**src/rtl/ripple_seq_pkg.sv**
```systemverilog
// ripple_seq_pkg
// Shared types and constants for the nibble-serial adder sequencer:
//   state_t      - sequencer state encoding (IDLE, RUN, DONE)
//   SLICE_W      - width of the single adder slice
//   calc_nslice  - number of slice cycles needed for a given operand width
package ripple_seq_pkg;

  localparam int SLICE_W = 4;

  typedef enum logic [1:0] {
    IDLE = 2'd0,
    RUN  = 2'd1,
    DONE = 2'd2
  } state_t;

  function automatic int calc_nslice(input int width);
    return width / SLICE_W;
  endfunction

endpackage

```
**src/rtl/ripple_seq_ctrl_if.sv**
```systemverilog
// ripple_seq_ctrl_if
// Operand/result handshake bundle for ripple_seq_ctrl.
//   in_valid/in_ready, a, b, cin (and sub when RIPPLE_SEQ_SUB_EN) : operand side
//   out_valid/out_ready, sum, cout                               : result side
//   busy                                                         : sequencer occupied
// Modports: slave = sequencer side, master = producer/consumer side.
interface ripple_seq_ctrl_if #(
  parameter int WIDTH = 16
);
  logic             in_valid;
  logic             in_ready;
  logic [WIDTH-1:0] a;
  logic [WIDTH-1:0] b;
  logic             cin;
`ifdef RIPPLE_SEQ_SUB_EN
  logic             sub;
`endif
  logic             out_valid;
  logic             out_ready;
  logic [WIDTH-1:0] sum;
  logic             cout;
  logic             busy;

  modport slave (
    input  in_valid, a, b, cin,
`ifdef RIPPLE_SEQ_SUB_EN
    input  sub,
`endif
    input  out_ready,
    output in_ready, out_valid, sum, cout, busy
  );

  modport master (
    output in_valid, a, b, cin,
`ifdef RIPPLE_SEQ_SUB_EN
    output sub,
`endif
    output out_ready,
    input  in_ready, out_valid, sum, cout, busy
  );
endinterface

```
**src/rtl/ripple_seq_ctrl_ripple.sv**
```systemverilog
// ripple
// Existing 4-bit ripple-carry adder used as the single slice of the sequencer.
//   a, b : 4-bit addends   cin  : carry in
//   sum  : 4-bit result    cout : carry out of bit 3
module ripple (
  input  logic [3:0] a,
  input  logic [3:0] b,
  input  logic       cin,
  output logic [3:0] sum,
  output logic       cout
);
  logic w_c;

  always_comb begin
    w_c = cin;
    sum = '0;
    for (int i = 0; i < 4; i++) begin
      sum[i] = a[i] ^ b[i] ^ w_c;
      w_c    = (a[i] & b[i]) | (w_c & (a[i] ^ b[i]));
    end
    cout = w_c;
  end
endmodule

```
**src/rtl/ripple_seq_ctrl.sv**
```systemverilog
// ripple_seq_ctrl
// Performs WIDTH-bit additions one nibble per clock on a single 4-bit ripple
// adder, carrying between cycles through a registered carry.
//   clk, rst_n : clock (rising edge), asynchronous active-low reset
//   bus        : ripple_seq_ctrl_if.slave (operand and result handshakes, busy)
// Optional build macro RIPPLE_SEQ_SUB_EN adds the bus.sub input: when set at
// acceptance the operation becomes a - b (cout=1 means no borrow).
//
// state | meaning
// IDLE  | waiting for operands, in_ready high
// RUN   | one nibble added per cycle, idx counts 0..NSLICE-1
// DONE  | result held with out_valid high until out_ready
module ripple_seq_ctrl
  import ripple_seq_pkg::*;
#(
  parameter int WIDTH = 16
) (
  input logic              clk,
  input logic              rst_n,
  ripple_seq_ctrl_if.slave bus
);
  localparam int NSLICE = calc_nslice(WIDTH);
  localparam int IDXW   = (NSLICE > 1) ? $clog2(NSLICE) : 1;
  localparam logic [IDXW-1:0] LAST_IDX = IDXW'(NSLICE - 1);

  state_t             r_state, w_state_nxt;
  logic [WIDTH-1:0]   r_a, r_b, r_sum;
  logic               r_carry, r_cout;
  logic [IDXW-1:0]    r_idx;
  logic               w_in_ready, w_out_valid, w_busy, w_accept, w_last;
  logic [WIDTH-1:0]   w_b_load;
  logic               w_carry_load;
  logic [SLICE_W-1:0] w_a_nib, w_b_nib, w_sum_nib;
  logic               w_cout_nib;

  always_ff @(posedge clk or negedge rst_n) begin
    if (!rst_n) r_state <= IDLE;
    else        r_state <= w_state_nxt;
  end

  always_comb begin
    w_state_nxt = r_state;
    w_in_ready  = 1'b0;
    w_out_valid = 1'b0;
    w_busy      = 1'b0;
    case (r_state)
      IDLE: begin
        // Gated by rst_n so no handshake can complete while reset is held.
        w_in_ready = rst_n;
        if (bus.in_valid && rst_n) w_state_nxt = RUN;
      end
      RUN: begin
        w_busy = 1'b1;
        if (w_last) w_state_nxt = DONE;
      end
      DONE: begin
        w_busy      = 1'b1;
        w_out_valid = 1'b1;
        if (bus.out_ready) w_state_nxt = IDLE;
      end
      default: w_state_nxt = IDLE;
    endcase
  end

  assign w_accept = w_in_ready && bus.in_valid;
  assign w_last   = (r_idx == LAST_IDX);

`ifdef RIPPLE_SEQ_SUB_EN
  // Subtraction as a + ~b + 1; cin is ignored in that mode.
  assign w_b_load     = bus.sub ? ~bus.b : bus.b;
  assign w_carry_load = bus.sub ? 1'b1 : bus.cin;
`else
  assign w_b_load     = bus.b;
  assign w_carry_load = bus.cin;
`endif

  assign w_a_nib = r_a[int'(r_idx)*SLICE_W +: SLICE_W];
  assign w_b_nib = r_b[int'(r_idx)*SLICE_W +: SLICE_W];

  ripple u_ripple (
    .a    (w_a_nib),
    .b    (w_b_nib),
    .cin  (r_carry),
    .sum  (w_sum_nib),
    .cout (w_cout_nib)
  );

  always_ff @(posedge clk or negedge rst_n) begin
    if (!rst_n) begin
      r_a     <= '0;
      r_b     <= '0;
      r_sum   <= '0;
      r_carry <= 1'b0;
      r_cout  <= 1'b0;
      r_idx   <= '0;
    end else if (w_accept) begin
      r_a     <= bus.a;
      r_b     <= w_b_load;
      r_carry <= w_carry_load;
      r_sum   <= '0;
      r_idx   <= '0;
    end else if (r_state == RUN) begin
      r_sum[int'(r_idx)*SLICE_W +: SLICE_W] <= w_sum_nib;
      r_carry <= w_cout_nib;
      r_idx   <= r_idx + 1'b1;
      if (w_last) r_cout <= w_cout_nib;
    end
  end

  assign bus.in_ready  = w_in_ready;
  assign bus.out_valid = w_out_valid;
  assign bus.busy      = w_busy;
  assign bus.sum       = r_sum;
  assign bus.cout      = r_cout;
endmodule

```
**src/flat_wrapper.sv**
```systemverilog
// flat-port wrapper written by rule: the top's interface ports become plain ports
module ripple_seq_ctrl_flat import ripple_seq_pkg::*;
#(
  parameter int WIDTH = 16
)
  (clk, rst_n, bus_in_valid, bus_a, bus_b, bus_cin, bus_out_ready, bus_in_ready, bus_out_valid, bus_sum, bus_cout, bus_busy);
  ripple_seq_ctrl_if #(.WIDTH(WIDTH)) bus_i ();
  input logic clk;
  input logic rst_n;
  input wire logic [$bits(bus_i.in_valid)-1:0] bus_in_valid;
  input wire logic [$bits(bus_i.a)-1:0] bus_a;
  input wire logic [$bits(bus_i.b)-1:0] bus_b;
  input wire logic [$bits(bus_i.cin)-1:0] bus_cin;
  input wire logic [$bits(bus_i.out_ready)-1:0] bus_out_ready;
  output wire logic [$bits(bus_i.in_ready)-1:0] bus_in_ready;
  output wire logic [$bits(bus_i.out_valid)-1:0] bus_out_valid;
  output wire logic [$bits(bus_i.sum)-1:0] bus_sum;
  output wire logic [$bits(bus_i.cout)-1:0] bus_cout;
  output wire logic [$bits(bus_i.busy)-1:0] bus_busy;
  assign bus_i.in_valid = bus_in_valid;
  assign bus_i.a = bus_a;
  assign bus_i.b = bus_b;
  assign bus_i.cin = bus_cin;
  assign bus_i.out_ready = bus_out_ready;
  assign bus_in_ready = bus_i.in_ready;
  assign bus_out_valid = bus_i.out_valid;
  assign bus_sum = bus_i.sum;
  assign bus_cout = bus_i.cout;
  assign bus_busy = bus_i.busy;
  ripple_seq_ctrl #(.WIDTH(WIDTH)) u_core (.clk(clk), .rst_n(rst_n), .bus(bus_i));
endmodule
```
**config.mk**
```make
export PLATFORM = sky130hd
export DESIGN_NAME = ripple_seq_ctrl_flat
export DESIGN_NICKNAME = d
export VERILOG_FILES = /design/src/rtl/ripple_seq_pkg.sv /design/src/rtl/ripple_seq_ctrl_if.sv /design/src/rtl/ripple_seq_ctrl_ripple.sv /design/src/rtl/ripple_seq_ctrl.sv /design/src/flat_wrapper.sv
export SDC_FILE = /design/constraint.sdc
export NUM_CORES = 1
export LEC_CHECK = 0
export CAP_MARGIN = 15
export CORE_MARGIN = 2
export CORE_UTILIZATION = 50
export DETAILED_ROUTE_END_ITERATION = 10
export GPL_TIMING_DRIVEN = 0
export PLACE_DENSITY = 0.9
export SYNTH_ARGS = -nofsm -noshare
export SYNTH_HDL_FRONTEND = slang
export SYNTH_SLANG_ARGS = --single-unit
```
**constraint.sdc**
```tcl
create_clock -name clk -period 4.38 [get_ports clk]
set_clock_uncertainty 0.2 [all_clocks]
set_input_delay 0.876 -clock clk [delete_from_list [all_inputs] [get_ports clk]]
set_output_delay 0.876 -clock clk [all_outputs]
set_load 0.005 [all_outputs]
```
# Word-level counts from Yosys, hierarchy flattened
# Cells that the tools add are included.
# op_classes
addsub,2
n_eq_ne,6
shifts,4
n_mux,14
n_bitwise,21
n_reduce_logical,7
# ops
operator,n
negator 4 -> 33 bit,1
variable shift 4 x 33 -> 16 bit (first input constant),1
indexed part select 4 x 33 -> 16 bit,1
two-way mux 16 bit,2
indexed part select 16 x 5 -> 4 bit,2
bitwise mux 16 bit,1
two-way mux 2 bit,5
bitwise AND 1 bit,8
XOR 1 bit,8
one-hot mux 2 bit (3 select lines),1
AND reduction 3 bit,2
two-way mux 1 bit,5
== test 2 bit (second input constant),2
inequality test 2 x 1 -> 1 bit (second input constant),2
OR 1 bit,4
adder 2 x 1 -> 2 bit (second input constant),1
== test 2 x 1 -> 1 bit (second input constant),1
logical AND 1 bit,2
logical NOT 2 bit,1
inequality test 2 bit (second input constant),1
nonzero test 2 bit,1
OR reduction 2 bit,1
NOT 1 bit,1
# word_totals
register_bits,54
output_inout_bits,20
elab_cells,61

# Logic depth before layout (Yosys ltp)
# Gate-level depths: netlist of run 1.
# depth
depth_word,13
ltp_mapped,12
depth_no_buf,11

# Modules after synthesis
# Synthesis of run 1 repeated with hierarchy kept, for this count alone.
# hier_totals
cells_unflattened,263
hier_area_um2,2680.1
# modules_own_cells
module,n_inst,cells_per_inst,area_each_um2
ripple_seq_ctrl,1,249,2562.5
ripple,1,14,117.6

# Worst setup path after synthesis of run 1
# OpenSTA, ideal clock, no wires.
# synth_path
path_type,flip-flop to flip-flop
startpoint,reg u_core.r_idx[0]
endpoint,reg u_core.r_sum[14] (netlist: u_core.bus.sum[14])
arrival_ns,2.920
required_time_ns,4.102
path_slack_ns,1.182
path_stages_with_launch,11
period_less_slack_ns,3.198
path_cell_list,dfrtp_1 > buf_4 > mux4_2 > inv_1 > fa_1 > inv_1 > fa_1 > inv_1 > fa_1 > or4_1 > a21oi_1
# synth_between
elab_chain_len,13
# synth_lines
element,line_no,source
from (decl),ripple_seq_ctrl.sv:29,logic [IDXW-1:0] r_idx;
from (signal assigned),ripple_seq_ctrl.sv:105,r_idx <= r_idx + 1'b1;
"indexed part select 16 x 5 -> 4 bit, on equally long branches","ripple_seq_ctrl.sv:77, ripple_seq_ctrl.sv:78",
XOR 1 bit,"ripple_seq_ctrl_ripple.sv:18, ripple_seq_ctrl_ripple.sv:19",
bitwise AND 1 bit,ripple_seq_ctrl_ripple.sv:19,w_c = (a[i] & b[i]) | (w_c & (a[i] ^ b[i]));
OR 1 bit,ripple_seq_ctrl_ripple.sv:19,
bitwise AND 1 bit,ripple_seq_ctrl_ripple.sv:19,
OR 1 bit,ripple_seq_ctrl_ripple.sv:19,
bitwise AND 1 bit,ripple_seq_ctrl_ripple.sv:19,
OR 1 bit,ripple_seq_ctrl_ripple.sv:19,
XOR 1 bit,ripple_seq_ctrl_ripple.sv:18,sum[i] = a[i] ^ b[i] ^ w_c;
indexed part select 4 x 33 -> 16 bit,ripple_seq_ctrl.sv:103,r_sum[int'(r_idx)*SLICE_W +: SLICE_W] <= w_sum_nib;
bitwise mux 16 bit *,ripple_seq_ctrl.sv:103,
two-way mux 16 bit *,ripple_seq_ctrl.sv:102,end else if (r_state == RUN) begin
two-way mux 16 bit *,ripple_seq_ctrl.sv:96,end else if (w_accept) begin
"to (signal, indexed assignment)",ripple_seq_ctrl.sv:103,
to (decl),ripple_seq_ctrl.sv:27,"logic [WIDTH-1:0] r_a, r_b, r_sum;"
# Mark *: on every way between the ends. The rest lies on a longest branch, timed or not. The select of a mux whose other input is x is not followed.
# A chain may end at the register's enable or synchronous reset.

# Worst setup path in the final report of run 1
# Ends and elaborated chain as after synthesis.

==> impl_metrics.yaml, run 1 <==
status:
  outcome: "finished clean"
grt:
  grt_overflow: 0
  grt_pass1_vias: 2129
  grt_max_degree: 39
  antenna_found_initial: 0
  grt_usage_pct: 20.8
  grt_pass1_wl_mm: 9.68
clock_tree:
  clk_pin_slew_ns: 0.10
  insertion_delay_ns: 0.31
  post-cts-setup-buffers: 0
  ctsResizeCount: 0
  cts_tree: "yes"
  htreeDepth: 2
  cts_sinks: 54
  ctsHoldBuffers: 0
  cts_buffers: 5
  clk_path_buf_depth: 2
  ctsRootBufferMaster: "clkbuf_8"
logic_synthesis:
  netlist.area_leader.share_pct: 52.2
  synth_area_per_cell_um2: 9.87
  yosysWarnings: 0
  synth_common_cells: "nand2_1, dfrtp_1, inv_1, nand3_1, clkbuf_1"
  synth_most_common_cell: "nand2_1"
  ys_types: 33
  synth-seq-cells: 54
  synth_area_leaders: "dfrtp_1, nand2_1, mux4_2, ha_1, fa_1"
  syn_area_um2: 2590
  async_reset_ff_share_pct: 100
  synth-edff-count: 0
  synth_flop_cell: "dfrtp_1"
  synth_largest_area_cell: "dfrtp_1"
  syn_nets: 311
  synthCells: 262
  seq_area_frac_synth_pct: 52.2
power:
  power.density_nw_per_um2: 694
  combPwrFrac_pct: 47.4
  peakVddDrop_v: 0.000331
  power.static_leakage_nw: 1.59
  p_seq_share_pct: 35.3
  p_sw_mw: 0.878
  p_int_mw: 1.47
  swShare_pct: 37.3
  clkPwrFrac_pct: 17.3
worst_setup_path:
  start_kind: "flop"
  r2r-start: "u_core.r_idx[0]"
  reg2reg_to: "u_core.bus.sum[14]"
  reg2reg_depth: 10
  cp-end-kind: "flop"
  crit_arrival_ns: 3.58
  crit_required_ns: 4.42
  critical_path_class: "flop to flop"
  regToRegSetupSlack_ns: 0.84
  crit_fanout: 10
routing:
  via_per_inst: 5.17
  drt-wirelength-per-cell_um: 14.2
  drc: 0
  vias: 2053
  ant_nets: 0
  dr.pass1.iters: 4
  drt_iter0_markers: 114
  routed_wl_mm: 5.63
timing:
  worst_pin_slew_ns: 0.604
  holdWs_ns: 0.280
  fin_crit_ns: 3.54
  maxSlewHeadroom_pct: 59.8
  maxSlewViolCount: 0
  fmax_ghz: 0.282
  period_share_pct: 80.8
  finalHoldViolations: 0
  setup_violations: 0
  rsz0062_at_grt: "false"
layout:
  antennaDiodeCount: 0
  fin_nets: 375
  drive_above_1_share_pct: 7.65
  stdcell_count: 397
  area_growth_pct: 31.2
placement:
  finalWeightedCongestion: 0.881
  dpl.hpwl_mm: 4.17
  io_buffers: 56
  placed_cells: 389
floorplanning:
  fp.dieH_um: 75.9
  start_util_pct: 51.3
  rows: 26
  fp.coreArea_um2: 5040
  chipWidth_um: 75.9
  die_area_um2: 5760
  io_pins: 57
hold_path:
  worstHoldPathType: "flop to flop"
  worstHoldPathCells: 2
  min_from: "u_core.r_b[12]"
  hold_end: "u_core.r_b[12]"
flow_run:
  drv_cap: 0
-- critical path, cell delays in order, from the launching register on --
cell and delay, ns:
dfrtp_1 0.53, buf_4 0.29, mux4_2 0.52, inv_1 0.09, fa_1 0.17, inv_1 0.06, fa_1 0.37, inv_1 0.08
fa_1 0.48, or4_1 0.54, a21oi_1 0.15
-- through the flow --
step                      setup slack, ns  total power [mW]  utilization (%)  TNS, ns  area (um^2)
after CTS                           0.814              2.36             67.3        0         3390
after global routing                0.579              2.51             67.3        0         3390
final                               0.840              2.35             67.3        0         3390
after floorplan                      1.18              1.52                -        0         2590
after global placement             -0.588              1.88             64.1    -9.87         3230
after detailed placement            0.833              1.94             64.4        0         3250
-- layout by cell type, fill, tap and decap left out, types with 3 or more instances in the layout --
cell type        instances
nand2_1                109
clkdlybuf4s50_1         55
dfrtp_1                 54
inv_1                   12
nand3_1                 10
clkbuf_1                 9
mux4_2                   8
ha_1                     8
a21oi_1                  6
clkbuf_8                 6
o21ai_0                  5
nor2_1                   4
fa_1                     4
nand2b_1                 3
-- worst max-delay path by stage --
stage | endpoint | depth (start not counted) | startpoint | slack, ns
4_1_cts | u_core.bus.sum[14] | 10 | u_core.r_idx[0] | 0.81
3_5_place_dp | u_core.bus.sum[14] | 10 | u_core.r_idx[0] | 0.83
6_report | u_core.bus.sum[14] | 10 | u_core.r_idx[0] | 0.84
3_3_place_gp | bus_in_ready | 3 | rst_n | -0.59
5_1_grt | u_core.bus.sum[14] | 10 | u_core.r_idx[0] | 0.58
2_1_floorplan | u_core.bus.sum[14] | 10 | u_core.r_idx[0] | 1.18
-- routing by layer --
layer,vias to the layer above,routed length [um],track usage (%)
met1,1001,2320,24.9
met5,-,0,0
met3,11,233,4.52
met2,57,2980,37.8
met4,0,98,6.00
li1,984,-,-
-- kinds of logic (layout without fill, tap and decap cells) --
logic type,count (synthesis),count (layout),synth area share [%]
muxes,12,12,8.61
adders and majority gates,12,12,6.97
AOI/OAI and AO/OA,19,19,4.74
xor gates and xnor gates,1,1,0.339
and+or+nand+nor,140,140,23.1
buffers and inverters,24,89,3.97
DFF,54,54,52.2
-- sequential cells by signal, summed over array words and instances, names as in the netlist --
name / count
u_core.r_b: 16
u_core.bus.cout: 1
u_core.r_idx: 2
u_core.bus.sum: 16
u_core.r_carry: 1
u_core.r_state: 2
u_core.r_a: 16
-- final cells by class --
| type | instances | area [um^2] |
|---|---|---|
| fill | 395 | 1650 |
| tap | 70 | 87.6 |
| timing repair buffer | 57 | 576 |
| multi-input combinational | 184 | 1130 |
| clock inverter | 2 | 60.1 |
| sequential | 54 | 1350 |
| buffer | 12 | 57.6 |
| inverter | 12 | 45.0 |
| clock buffer | 6 | 82.6 |
-- power by group through the flow --
stage / registers (mW) / logic [mW] / clock network, mW
after CTS: 0.827 / 1.12 / 0.411
after global routing: 0.851 / 1.23 / 0.430
final: 0.831 / 1.12 / 0.407
after global placement: 0.821 / 1.06 / 0
after floorplan: 0.799 / 0.718 / 0
after detailed placement: 0.838 / 1.10 / 0
Note: power is estimated with default switching activity, not from simulation.
==> run 2: changes to the inputs <==
- clock period: 4.38 -> 3.4 ns (I/O delays scaled with it)
==> run 2 against run 1 <==
Compared with the run above:
- combinational power grew 33%
- critical path depth stayed put
- non-clock buffer count grew 1
- highest routed layer unchanged
- final cell count rose by 0.25%
- first-iteration DRC count grew 7.9%
- utilization is 0.57 points higher
- design area up 0.85%
- worst hold slack worse by 0.16 ns
- critical endpoint unchanged
==> impl_metrics.yaml, run 2 (same netlist as run 1, synthesis figures left out) <==
floorplanning:
  fp.coreArea_um2: 5040
  io_pins: 57
  chipWidth_um: 75.9
  die_area_um2: 5760
  rows: 26
  start_util_pct: 51.3
  fp.dieH_um: 75.9
timing:
  setup_ws_ns: 0.161
  rsz0062_at_grt: "false"
  finalSetupTns_ns: 0
  setup_violations: 0
  maxSlewHeadroom_pct: 67.2
  fmax_ghz: 0.309
  maxSlewViolCount: 0
  period_share_pct: 95.3
  fin_crit_ns: 3.24
  finalHoldViolations: 0
  worst_pin_slew_ns: 0.493
placement:
  postPlaceCellArea_um2: 3250
  io_buffers: 56
  placed_cells: 389
  finalWeightedCongestion: 0.881
  dpl.hpwl_mm: 4.17
  dpl_worst_slack_ns: -0.148
clock_tree:
  cts_tree: "yes"
  insertion_delay_ns: 0.31
  clk_pin_slew_ns: 0.10
  htreeDepth: 2
  cts_sinks: 54
  clk_path_buf_depth: 2
  ctsRootBufferMaster: "clkbuf_8"
  ctsHoldBuffers: 0
  cts_buffers: 5
layout:
  multi_input_area_um2: 1140
  final_common_cell: "nand2_1"
  layout_common_cells: "nand2_1, clkdlybuf4s50_1, dfrtp_1"
  stdcell_area_um2: 3420
  fin_nets: 376
  stdcell_count: 398
  area_growth_pct: 32.3
  seq_area_um2: 1350
  fillers: 386
  antennaDiodeCount: 0
  drive_above_1_share_pct: 9.15
power:
  swShare_pct: 37.1
  power.static_leakage_nw: 1.60
  clkPwrFrac_pct: 17.0
  p_int_mw: 1.93
  p_sw_mw: 1.14
  peakVddDrop_v: 0.000426
  p_total_mw: 3.07
  combPwrFrac_pct: 48.5
  power.density_nw_per_um2: 899
  p_seq_share_pct: 34.5
flow_run:
  drv_cap: 0
worst_setup_path:
  crit_arrival_ns: 3.29
  crit_buf_inv: 4
  cp_slowest_stage_delay_ns: 0.55
  crit_required_ns: 3.45
  crit_fanout: 10
  critical_path_class: "flop to flop"
  cp-end-kind: "flop"
  slowest_stage: "or4_1"
  path_common_cell: "inv_1"
  r2r-start: "u_core.r_idx[0]"
  timing.critical_path.from: "u_core.r_idx[0]"
  path_delay_family: "adder cells"
  start_kind: "flop"
  crit_chain: "buf_12 > mux4_2 > inv_1 > fa_1 > inv_1 > fa_1 > inv_1 > fa_2 > or4_1 > a21oi_2"
routing:
  vias: 2059
  dr.pass1.iters: 4
  via_per_inst: 5.17
  ant_nets: 0
  drt_iter0_markers: 123
  routed_wl_mm: 5.65
  drt-wirelength-per-cell_um: 14.2
  drc: 0
grt:
  grt_overflow: 0
  antenna_found_initial: 0
  grt_pass1_wl_mm: 9.67
  grt_max_degree: 39
  grt_pass1_vias: 2143
  grt_usage_pct: 20.8
status:
  outcome: "finished clean"
hold_path:
  worstHoldPathType: "input pin to asynchronous set/reset pin"
run 2: power groups by stage:
stage / logic [mW] / registers, mW / clock network, mW
2_1_floorplan: 0.924 / 1.03 / 0
3_3_place_gp: 1.37 / 1.06 / 0
3_5_place_dp: 1.42 / 1.08 / 0
4_1_cts: 1.47 / 1.06 / 0.529
5_1_grt: 1.64 / 1.09 / 0.554
6_report: 1.49 / 1.06 / 0.523
run 2: stage by stage:
stage          hold WS, ns  util [%]
3_5_place_dp         0.262      64.4
3_3_place_gp         0.253      64.1
6_report             0.117      67.8
4_1_cts              0.131      67.5
2_1_floorplan        0.184         -
5_1_grt              0.149      67.8
run 2: path summary, 6_finish.rpt:
| path | cells after the start | slack [ns] | end |
|---|---|---|---|
| max | 10 | 0.16 | u_core.bus.sum[14] |
| min | 1 | 0.12 | u_core.bus.sum[2] |
| max reg2reg | 10 | 0.16 | u_core.bus.sum[14] |
| min reg2reg | 2 | 0.28 | u_core.r_b[12] |
| max in group asynchronous | 2 | 2.32 | u_core.r_a[1] |
| min in group clk | 2 | 0.28 | u_core.r_b[12] |
run 2: cell type report:
type / instances / area share [%]
Sequential cell: 54 / 39.5
Multi-Input combinational cell: 184 / 33.3
Timing Repair Buffer: 58 / 17.0
Tap cell: 70 / 2.56
Clock buffer: 6 / 2.41
Buffer: 12 / 2.08
Clock inverter: 2 / 1.76
Inverter: 12 / 1.32
run 2: repair_timing:
action                     4_1_cts  5_1_grt
resized for setup                3        4
setup endpoints to repair        5        1
pin swaps                        0        0
setup buffers                    1        0
run 2: metal layers:
| layer | track usage, % | vias to the layer above | part of all wire [%] |
|---|---|---|---|
| li1 | - | 985 | - |
| met1 | 24.7 | 1010 | 41 |
| met2 | 37.6 | 57 | 54 |
| met3 | 4.64 | 7 | 4.2 |
| met4 | 6.73 | 0 | 1.2 |
| met5 | 0 | - | 0 |
